### src/rtl/pipeline_pkg.sv
// Shared pipeline definitions: hazard FSM states, register index width,
// and the opcode constants also used by the decoder.
package pipeline_pkg;

   localparam int REG_ADDR_W = 5;

   typedef enum logic [1:0] {
      RUN    = 2'd0,
      DRAIN  = 2'd1,
      HALTED = 2'd2
   } hz_state_t;

   localparam logic [6:0] R_TYPE = 7'b0110011;
   localparam logic [6:0] I_TYPE = 7'b0010011;
   localparam logic [6:0] LW     = 7'b0000011;
   localparam logic [6:0] SW     = 7'b0100011;
   localparam logic [6:0] BR     = 7'b1100011;
   localparam logic [6:0] JAL    = 7'b1101111;
   localparam logic [6:0] JALR   = 7'b1100111;
   localparam logic [6:0] HALT   = 7'b1111111;

   // True when an ID source operand is actually read and names reg rd.
   function automatic logic reg_match(input logic [REG_ADDR_W-1:0] src,
                                      input logic [REG_ADDR_W-1:0] rd,
                                      input logic                  used);
      return used && (src == rd);
   endfunction

endpackage

### src/rtl/hazard_ctrl_if.sv
// Hazard controller bus: ID/EX decode flags in, pipeline enables out.
// With HAZARD_PERF_EN defined, the stall/flush counters are carried too.
interface hazard_ctrl_if
   import pipeline_pkg::*;
#(
   parameter int DUMMY_W = 1
`ifdef HAZARD_PERF_EN
   , parameter int CNT_W = 32
`endif
);
   logic [REG_ADDR_W-1:0] id_rs1;
   logic [REG_ADDR_W-1:0] id_rs2;
   logic                  id_use_rs1;
   logic                  id_use_rs2;
   logic                  id_halt;
   logic                  ex_memread;
   logic [REG_ADDR_W-1:0] ex_rd;
   logic                  ex_redirect;
   logic                  pc_write;
   logic                  ifid_write;
   logic                  ifid_flush;
   logic                  idex_bubble;
   logic                  halted;
   logic                  drain_busy;
   logic [DUMMY_W-1:0]    spare;
`ifdef HAZARD_PERF_EN
   logic [CNT_W-1:0]      stall_cnt;
   logic [CNT_W-1:0]      flush_cnt;
`endif

`ifdef HAZARD_PERF_EN
   modport master (
      output id_rs1, id_rs2, id_use_rs1, id_use_rs2, id_halt,
             ex_memread, ex_rd, ex_redirect, spare,
      input  pc_write, ifid_write, ifid_flush, idex_bubble, halted,
             drain_busy, stall_cnt, flush_cnt
   );
   modport slave (
      input  id_rs1, id_rs2, id_use_rs1, id_use_rs2, id_halt,
             ex_memread, ex_rd, ex_redirect,
      output pc_write, ifid_write, ifid_flush, idex_bubble, halted,
             drain_busy, stall_cnt, flush_cnt
   );
`else
   modport master (
      output id_rs1, id_rs2, id_use_rs1, id_use_rs2, id_halt,
             ex_memread, ex_rd, ex_redirect, spare,
      input  pc_write, ifid_write, ifid_flush, idex_bubble, halted,
             drain_busy
   );
   modport slave (
      input  id_rs1, id_rs2, id_use_rs1, id_use_rs2, id_halt,
             ex_memread, ex_rd, ex_redirect,
      output pc_write, ifid_write, ifid_flush, idex_bubble, halted,
             drain_busy
   );
`endif

endinterface

### src/rtl/hazard_ctrl_load_use_detect.sv
// Load-use comparator: a load in EX whose destination is a source the ID
// instruction reads. x0 never counts as a dependency.
module load_use_detect
   import pipeline_pkg::*;
(
   input  logic                  ex_memread_i,
   input  logic [REG_ADDR_W-1:0] ex_rd_i,
   input  logic [REG_ADDR_W-1:0] id_rs1_i,
   input  logic [REG_ADDR_W-1:0] id_rs2_i,
   input  logic                  id_use_rs1_i,
   input  logic                  id_use_rs2_i,
   output logic                  hazard_o
);

   // Hazard when the EX load writes a non-zero reg that ID reads.
   always_comb begin
      hazard_o = ex_memread_i && (ex_rd_i != '0) &&
                 (reg_match(id_rs1_i, ex_rd_i, id_use_rs1_i) ||
                  reg_match(id_rs2_i, ex_rd_i, id_use_rs2_i));
   end

endmodule

### src/rtl/hazard_ctrl.sv
// Pipeline sequencing controller: load-use stalls, redirect flushes and the
// halt drain FSM (RUN -> DRAIN -> HALTED, exit only through reset).
// Optional HAZARD_PERF_EN adds saturating stall/flush event counters.
module hazard_ctrl
   import pipeline_pkg::*;
#(
   parameter int DRAIN_CYCLES = 3
`ifdef HAZARD_PERF_EN
   , parameter int CNT_W = 32
`endif
)(
   input  logic          clk,
   input  logic          reset,
   hazard_ctrl_if.slave  hz
);

   localparam int CW = (DRAIN_CYCLES < 1) ? 1 : $clog2(DRAIN_CYCLES + 1);

   hz_state_t     state_q, state_d;
   logic [CW-1:0] cnt_q, cnt_d;
   logic          lu_hazard;

   load_use_detect u_lud (
      .ex_memread_i (hz.ex_memread),
      .ex_rd_i      (hz.ex_rd),
      .id_rs1_i     (hz.id_rs1),
      .id_rs2_i     (hz.id_rs2),
      .id_use_rs1_i (hz.id_use_rs1),
      .id_use_rs2_i (hz.id_use_rs2),
      .hazard_o     (lu_hazard)
   );

   // State and drain counter registers.
   always_ff @(posedge clk) begin
      if (reset) begin
         state_q <= RUN;
         cnt_q   <= '0;
      end else begin
         state_q <= state_d;
         cnt_q   <= cnt_d;
      end
   end

   // Next state and pipeline controls. Redirect beats load-use, which beats
   // halt: a halt behind a redirect is wrong-path, a stalled halt retries.
   always_comb begin
      state_d        = state_q;
      cnt_d          = cnt_q;
      hz.pc_write    = 1'b1;
      hz.ifid_write  = 1'b1;
      hz.ifid_flush  = 1'b0;
      hz.idex_bubble = 1'b0;
      hz.halted      = 1'b0;
      hz.drain_busy  = 1'b0;
      if (reset) begin
         state_d        = RUN;
         cnt_d          = '0;
         hz.pc_write    = 1'b0;
         hz.ifid_write  = 1'b0;
         hz.ifid_flush  = 1'b1;
         hz.idex_bubble = 1'b1;
      end else begin
         case (state_q)
            RUN: begin
               if (hz.ex_redirect) begin
                  hz.ifid_flush  = 1'b1;
                  hz.idex_bubble = 1'b1;
               end else if (lu_hazard) begin
                  hz.pc_write    = 1'b0;
                  hz.ifid_write  = 1'b0;
                  hz.idex_bubble = 1'b1;
               end else if (hz.id_halt) begin
                  hz.pc_write    = 1'b0;
                  hz.ifid_write  = 1'b0;
                  hz.idex_bubble = 1'b1;
                  state_d        = DRAIN;
                  cnt_d          = CW'(DRAIN_CYCLES);
               end
            end
            DRAIN: begin
               // Only bubbles follow the halt, so redirects here are ignored.
               hz.pc_write    = 1'b0;
               hz.ifid_write  = 1'b0;
               hz.idex_bubble = 1'b1;
               hz.drain_busy  = 1'b1;
               cnt_d          = cnt_q - CW'(1);
               if (cnt_q <= CW'(1)) state_d = HALTED;
            end
            HALTED: begin
               hz.pc_write    = 1'b0;
               hz.ifid_write  = 1'b0;
               hz.idex_bubble = 1'b1;
               hz.halted      = 1'b1;
            end
            default: begin
               state_d = RUN;
               cnt_d   = '0;
            end
         endcase
      end
   end

`ifdef HAZARD_PERF_EN
   logic             stall_ev, flush_ev;
   logic [CNT_W-1:0] stall_cnt_q, stall_cnt_d;
   logic [CNT_W-1:0] flush_cnt_q, flush_cnt_d;

   // Counter events only exist in RUN, so the counters freeze once halted.
   always_comb begin
      stall_ev    = (state_q == RUN) && !hz.ex_redirect && lu_hazard;
      flush_ev    = (state_q == RUN) && hz.ex_redirect;
      stall_cnt_d = stall_cnt_q;
      flush_cnt_d = flush_cnt_q;
      if (stall_ev && !(&stall_cnt_q)) stall_cnt_d = stall_cnt_q + CNT_W'(1);
      if (flush_ev && !(&flush_cnt_q)) flush_cnt_d = flush_cnt_q + CNT_W'(1);
   end

   // Saturating performance counter registers.
   always_ff @(posedge clk) begin
      if (reset) begin
         stall_cnt_q <= '0;
         flush_cnt_q <= '0;
      end else begin
         stall_cnt_q <= stall_cnt_d;
         flush_cnt_q <= flush_cnt_d;
      end
   end

   assign hz.stall_cnt = stall_cnt_q;
   assign hz.flush_cnt = flush_cnt_q;
`endif

endmodule

### src/flat_wrapper.sv
// flat-port wrapper written by rule: the top's interface ports become plain ports
module hazard_ctrl_flat import pipeline_pkg::*;
#(
   parameter int DRAIN_CYCLES = 3

)
  (clk, reset, hz_id_rs1, hz_id_rs2, hz_id_use_rs1, hz_id_use_rs2, hz_id_halt, hz_ex_memread, hz_ex_rd, hz_ex_redirect, hz_pc_write, hz_ifid_write, hz_ifid_flush, hz_idex_bubble, hz_halted, hz_drain_busy);
  hazard_ctrl_if hz_i ();
  input  logic clk;
  input  logic reset;
  input wire logic [$bits(hz_i.id_rs1)-1:0] hz_id_rs1;
  input wire logic [$bits(hz_i.id_rs2)-1:0] hz_id_rs2;
  input wire logic [$bits(hz_i.id_use_rs1)-1:0] hz_id_use_rs1;
  input wire logic [$bits(hz_i.id_use_rs2)-1:0] hz_id_use_rs2;
  input wire logic [$bits(hz_i.id_halt)-1:0] hz_id_halt;
  input wire logic [$bits(hz_i.ex_memread)-1:0] hz_ex_memread;
  input wire logic [$bits(hz_i.ex_rd)-1:0] hz_ex_rd;
  input wire logic [$bits(hz_i.ex_redirect)-1:0] hz_ex_redirect;
  output wire logic [$bits(hz_i.pc_write)-1:0] hz_pc_write;
  output wire logic [$bits(hz_i.ifid_write)-1:0] hz_ifid_write;
  output wire logic [$bits(hz_i.ifid_flush)-1:0] hz_ifid_flush;
  output wire logic [$bits(hz_i.idex_bubble)-1:0] hz_idex_bubble;
  output wire logic [$bits(hz_i.halted)-1:0] hz_halted;
  output wire logic [$bits(hz_i.drain_busy)-1:0] hz_drain_busy;
  assign hz_i.id_rs1 = hz_id_rs1;
  assign hz_i.id_rs2 = hz_id_rs2;
  assign hz_i.id_use_rs1 = hz_id_use_rs1;
  assign hz_i.id_use_rs2 = hz_id_use_rs2;
  assign hz_i.id_halt = hz_id_halt;
  assign hz_i.ex_memread = hz_ex_memread;
  assign hz_i.ex_rd = hz_ex_rd;
  assign hz_i.ex_redirect = hz_ex_redirect;
  assign hz_pc_write = hz_i.pc_write;
  assign hz_ifid_write = hz_i.ifid_write;
  assign hz_ifid_flush = hz_i.ifid_flush;
  assign hz_idex_bubble = hz_i.idex_bubble;
  assign hz_halted = hz_i.halted;
  assign hz_drain_busy = hz_i.drain_busy;
  hazard_ctrl #(.DRAIN_CYCLES(DRAIN_CYCLES)) u_core (.clk(clk), .reset(reset), .hz(hz_i));
endmodule
### config.mk
export PLATFORM = sky130hd
export DESIGN_NAME = hazard_ctrl_flat
export DESIGN_NICKNAME = d
export VERILOG_FILES = /design/src/rtl/pipeline_pkg.sv /design/src/rtl/hazard_ctrl_if.sv /design/src/rtl/hazard_ctrl_load_use_detect.sv /design/src/rtl/hazard_ctrl.sv /design/src/flat_wrapper.sv
export SDC_FILE = /design/constraint.sdc
export NUM_CORES = 1
export LEC_CHECK = 0
export CELL_PAD_IN_SITES_DETAIL_PLACEMENT = 0
export CELL_PAD_IN_SITES_GLOBAL_PLACEMENT = 1
export CORE_UTILIZATION = 25
export DETAILED_ROUTE_END_ITERATION = 10
export GPL_TIMING_DRIVEN = 1
export PLACE_DENSITY = 0.74
export SLEW_MARGIN = 40
export SYNTH_ARGS = -nofsm -noshare
export SYNTH_HDL_FRONTEND = slang
export SYNTH_SLANG_ARGS = --single-unit
### constraint.sdc
create_clock -name clk -period 1.86 [get_ports clk]
set_clock_uncertainty 0.05 [all_clocks]
set_input_delay 0.372 -clock clk [delete_from_list [all_inputs] [get_ports clk]]
set_output_delay 0.372 -clock clk [all_outputs]
set_load 0.02 [all_outputs]
==> impl_metrics.toml, run 1 <==
[logic_synthesis]
ys_seq_area_share_pct = 16.6
synth.area.top_cells = "xnor2_1 18%, dfxtp_1 17%, ha_1 13%"
yosys_most_used_dff = "dfxtp_1"
async_flop_share_pct = 0
synth_most_common_cell = "xnor2_1"
syn_area_per_cell_um2 = 8.33
syn-cell-area_um2 = 483
synth_cell_type_count = 25
post-synth-top-area-fraction_pct = 18.1
postSynthCellCount = 58
yosysTopAreaCell = "xnor2_1"
synth_nets = 85
synth_edf_count = 0
ys_ff_latch = 4
yosys_warnings = 0
netlist_top_cells_count = "10 x xnor2_1, 5 x ha_1, 5 x nand2_1"

[floorplanning]
die_area_um2 = 2110
die_w_um = 46.0
die_h_um = 46.0
start_util_pct = 27.4
core-area_um2 = 1760
num_rows = 15
io_pins = 28

[outcome]
violations = "setup timing"
outcome = "complete, but fails checks"

[routing]
vias = 568
route.met2.wl_um = 602
drt_iter0_markers = 3
highest_layer = "met4"
dr.pass1.iters = 3
wl_um = 1210
ant_nets = 0
route.detailed.wl_per_inst_um = 9.73
drc = 0
dr_wl_met3_um = 79
met1_length_um = 510
via_per_inst = 4.58

[cells_and_area]
diodes = 0
num-fill-cells = 190
drive_gt1_share_pct = 47.5
finalNonFillerCells = 124
design_area_um2 = 956
nets = 128
synthToLayoutAreaGrowth_pct = 97.9

[setup_path]
path_class = "in2out"
cp_slowest_cell = "o41a_1"
required_ps = 1440
worst_setup_path_end_kind = "output port"
cp_max_fo = 3
critPathArrivalTime_ps = 1520
worstSetupStartpointType = "input pin"
cp_cell_sequence = "buf_8 -> xnor2_2 -> nand4_1 -> o22ai_2 -> a31o_4 -> o41a_1 -> buf_6"
slowest_delay_ps = 320

[cts]
h-tree-depth = 1
cts_tree = "built"
clock_path_buffers = 2
cts_buffers = 3
clk_pin_slew_ps = 40
cts-root-buf = "clkbuf_4"
clk_latency_ps = 230
cts_num_sinks = 4

[global_routing]
grt_pass1_wl_um = 2030
antenna_found_initial = 0
grt_overflow = 0
grt_pass1_vias = 529
grt_max_degree = 7
grt_use_total_pct = 13.6

[timing]
fin_crit_ps = 1940
worst_pin_slew_ps = 371
tns_ps = -227
fmax_mhz = 515
hold_violations = 0
setup_violations = 3
layout_setup_ws_ps = -81.2
slew_headroom_pct = 75.2
min_period_over_period_pct = 104
rsz0062_at_grt = "yes"
drv_slew = 0

[pwr]
ir_worst_vdd_mv = 0.339
p_per_area_nw_per_um2 = 782
cellLeakagePower_uw = 0.000423

[hold_path]
hold_path_class = "reg2reg"

[place]
placedInstanceArea_um2 = 878
place_congestion = 0.698
dp.cells = 119
dp_hpwl_um = 998
numPortBuffers = 27

[flow_run]
max-cap-violations = 0
## path summary, 6_finish.rpt
path / startpoint / to / slack (ps) / cells after the start
worst max-delay path: hz_ex_rd[2] / hz_idex_bubble / -80 / 7
worst min-delay path: u_core.cnt_q[0] / u_core.cnt_q[0] / 490 / 2
worst max register to register: u_core.state_q[1] / u_core.state_q[1] / 270 / 8
worst min register to register: u_core.cnt_q[0] / u_core.cnt_q[0] / 490 / 2
## worst max-delay path, delay by kind of cell
| kind | cells | cell delay [ps] |
|---|---|---|
| compound gates | 3 | 670 |
| buf+inv | 2 | 250 |
| xor+xnor | 1 | 120 |
| simple gates | 1 | 110 |
## layout make-up
type	count	area (µm²)	share of cell area, %
tap	25	31.3	3.27
multi-input combinational	48	458	47.9
clock buffer	3	22.5	2.36
inverter	4	15.0	1.57
sequential	4	80.1	8.38
timing repair buffer	40	349	36.5
## layer usage
metal / track usage [%] / vias up
li1: - / 292
met1: 15.6 / 250
met2: 22.3 / 24
met3: 3.17 / 2
met4: 8.82 / 0
met5: 0 / -
## flip-flops by register name, summed over array words and instances, names as in the netlist
| register | flops |
|---|---|
| u_core.cnt_q | 2 |
| u_core.state_q | 2 |
## cells by family (layout without fill, tap and decap cells)
family	count (synthesis)	in the layout	share of synthesized area (%)
AND/OR/NAND/NOR	18	18	18.7
AO/OA/AOI/OAI	15	15	28.2
adder cells (fa/ha/maj)	5	5	13.0
buffers and inverters	6	47	5.44
flip-flops	4	4	16.6
XOR/XNOR	10	10	18.1
## metrics by stage
step	hold WS (ps)	util (%)	setup slack (ps)	total power, µW
2_1_floorplan	458	-	-44.5	406
3_3_place_gp	487	49.8	-946	607
3_5_place_dp	486	49.8	-955	611
4_1_cts	492	52.6	-178	729
5_1_grt	543	54.2	-121	820
6_report	490	54.2	-81.2	748
## layout by cell type, fill, tap and decap left out, drive strengths merged
cell,count
a211oi,3
a21o,1
a21oi,2
a311oi,1
a31o,1
a31oi,1
buf,31
clkbuf,3
clkdlybuf4s15,2
clkdlybuf4s50,2
dfxtp,4
dlygate4sd2,5
ha,5
inv,4
nand2,5
nand3b,2
nand4,2
nor2,4
nor2b,3
nor3,2
o21ai,1
o21ba,1
o21bai,1
o22ai,2
o41a,1
xnor2,10
## what timing repair did
action                     in CTS  in global routing
resized for setup             100                  4
buffers inserted                1                  1
pin swaps                      17                  6
setup endpoints to repair       6                  4
hold buffers                    0                  0
## power breakdown
group / internal, µW / total [µW] / switching [µW]
Sequential: 113 / 129 / 15.6
Clock: 72.1 / 107 / 34.5
Combinational: 285 / 512 / 227
(Power assumes the default switching activity.)
==> inputs of run 2 (changes only) <==
--- a/config.mk
+++ b/config.mk
@@ -7,10 +7,12 @@
 export LEC_CHECK = 0
 export CELL_PAD_IN_SITES_DETAIL_PLACEMENT = 0
 export CELL_PAD_IN_SITES_GLOBAL_PLACEMENT = 1
-export CORE_UTILIZATION = 25
+export CORE_AREA = 2 2 39 41
 export DETAILED_ROUTE_END_ITERATION = 10
+export DIE_AREA = 0 0 41 43
+export DONT_BUFFER_PORTS = 1
 export GPL_TIMING_DRIVEN = 1
-export PLACE_DENSITY = 0.74
+export PLACE_DENSITY = 0.65
 export SLEW_MARGIN = 40
 export SYNTH_ARGS = -nofsm -noshare
 export SYNTH_HDL_FRONTEND = slang
==> impl_metrics.toml, run 2 (synthesis results as in run 1) <==
[outcome]
outcome = "complete, no violations"

[cells_and_area]
nets = 92
ff_latch_area_um2 = 82.6
num-fill-cells = 148
design_area_um2 = 611
multiInputGateArea_um2 = 428
final_cell_mix = "10 x xnor2_1, 5 x nand2_1, 4 x nor2_1, 4 x ha_1"
diodes = 0
synthToLayoutAreaGrowth_pct = 26.4
final_common_cell = "xnor2_1"
largest_registers = "u_core.cnt_q x2, u_core.state_q x2"
final_util_pct = 44.1
drive_gt1_share_pct = 30.2

[routing]
met1_length_um = 432
dr.pass1.iters = 4
route.met2.wl_um = 475
via_per_inst = 5.30
vias = 419
ant_nets = 0
highest_layer = "met3"
wl_um = 1000
drt_iter0_markers = 6
drc = 0
route.detailed.wl_per_inst_um = 12.7
dr_wl_met3_um = 92

[cts]
clk_pin_slew_ps = 40
hold_buffers = 0
cts_buffers = 3
clock_path_buffers = 2
cts_num_sinks = 4
cts-root-buf = "clkbuf_4"
h-tree-depth = 1
clk_latency_ps = 240
cts_tree = "built"

[place]
dp_hpwl_um = 806
numPortBuffers = 0
placedInstanceArea_um2 = 549
place_congestion = 0.646
pre_cts_ws_ps = 51.3

[global_routing]
grt_pass1_vias = 438
grt_use_total_pct = 13.5
antenna_found_initial = 0
grt_max_degree = 11
grt_pass1_wl_um = 1660
grt_overflow = 0

[timing]
hold_violations = 0
fmax_mhz = 551
tns_ps = 0
setup_violations = 0
rsz0062_at_grt = "yes"
fin_crit_ps = 1810
worst_pin_slew_ps = 409
min_period_over_period_pct = 97.5
drv_slew = 0
slew_headroom_pct = 72.7
layout_setup_ws_ps = 46.0

[floorplanning]
die_area_um2 = 1760
die_w_um = 41
num_rows = 14
io_pins = 28
start_util_pct = 34.9
core-area_um2 = 1380
die_h_um = 43

[pwr]
swShare_pct = 40.0
power_uw = 631
p_clk_share_pct = 17.3
cellLeakagePower_uw = 0.000215
switching_power_uw = 253
intPower_uw = 379
p_per_area_nw_per_um2 = 1030
ir_worst_vdd_mv = 0.339
power_frac_seq_pct = 21.3
combPwrFrac_pct = 61.4

[hold_path]
hold_path_class = "in2reg"

[setup_path]
critPathArrivalTime_ps = 1390
worstSetupStartpointType = "flop"
cp_max_fo = 3
path_buf_inv = 2
required_ps = 1440
cp_cell_sequence = "inv_2 -> ha_4 -> nor2b_4 -> a311oi_4 -> buf_12"
cp_top_family = "flip-flops"
slowest_delay_ps = 320
path_class = "reg2out"
cp_slowest_cell = "dfxtp_2"
worst_setup_path_end_kind = "output port"

[flow_run]
max-cap-violations = 0
## run 2: worst paths after layout
path	slack, ps	startpoint	cells past startpoint	endpoint
min reg2reg	450	u_core.state_q[1]	2	u_core.state_q[1]
min	140	reset	1	u_core.state_q[1]
max	50	u_core.state_q[0]	5	hz_ifid_write
max reg2reg	370	u_core.state_q[1]	7	u_core.state_q[1]
## run 2: cell type report
type | count | share of cell area [%]
Tap cell | 16 | 3.28
Sequential cell | 4 | 13.5
Inverter | 4 | 2.46
Clock buffer | 3 | 3.69
Multi-Input combinational cell | 48 | 70.1
Timing Repair Buffer | 4 | 6.97
## run 2: layer usage
metal  vias to the layer above  GRT usage [%]
met5                         -              0
met4                         0           2.00
met3                         0           8.38
met2                        21           21.9
met1                       181           14.6
li1                        217              -
## run 2: through the flow
stage	hold WS (ps)	instances
after detailed placement	391	75
final	138	79
after global routing	131	79
after global placement	391	75
after CTS	133	78
after floorplan	458	58
## run 2: timing repair
action                                 CTS  global route
setup buffers                            0             1
pin swaps                                1             1
endpoints found under the hold margin    0             0
resized for setup                        5             3
setup endpoints to repair                3             2
## run 2: power groups by stage
stage          Clock (µW)  Combinational [µW]  Sequential [µW]
2_1_floorplan           0                 276              131
3_3_place_gp            0                 330              133
4_1_cts               114                 357              137
3_5_place_dp            0                 330              133
5_1_grt               118                 428              136
6_report              109                 388              134
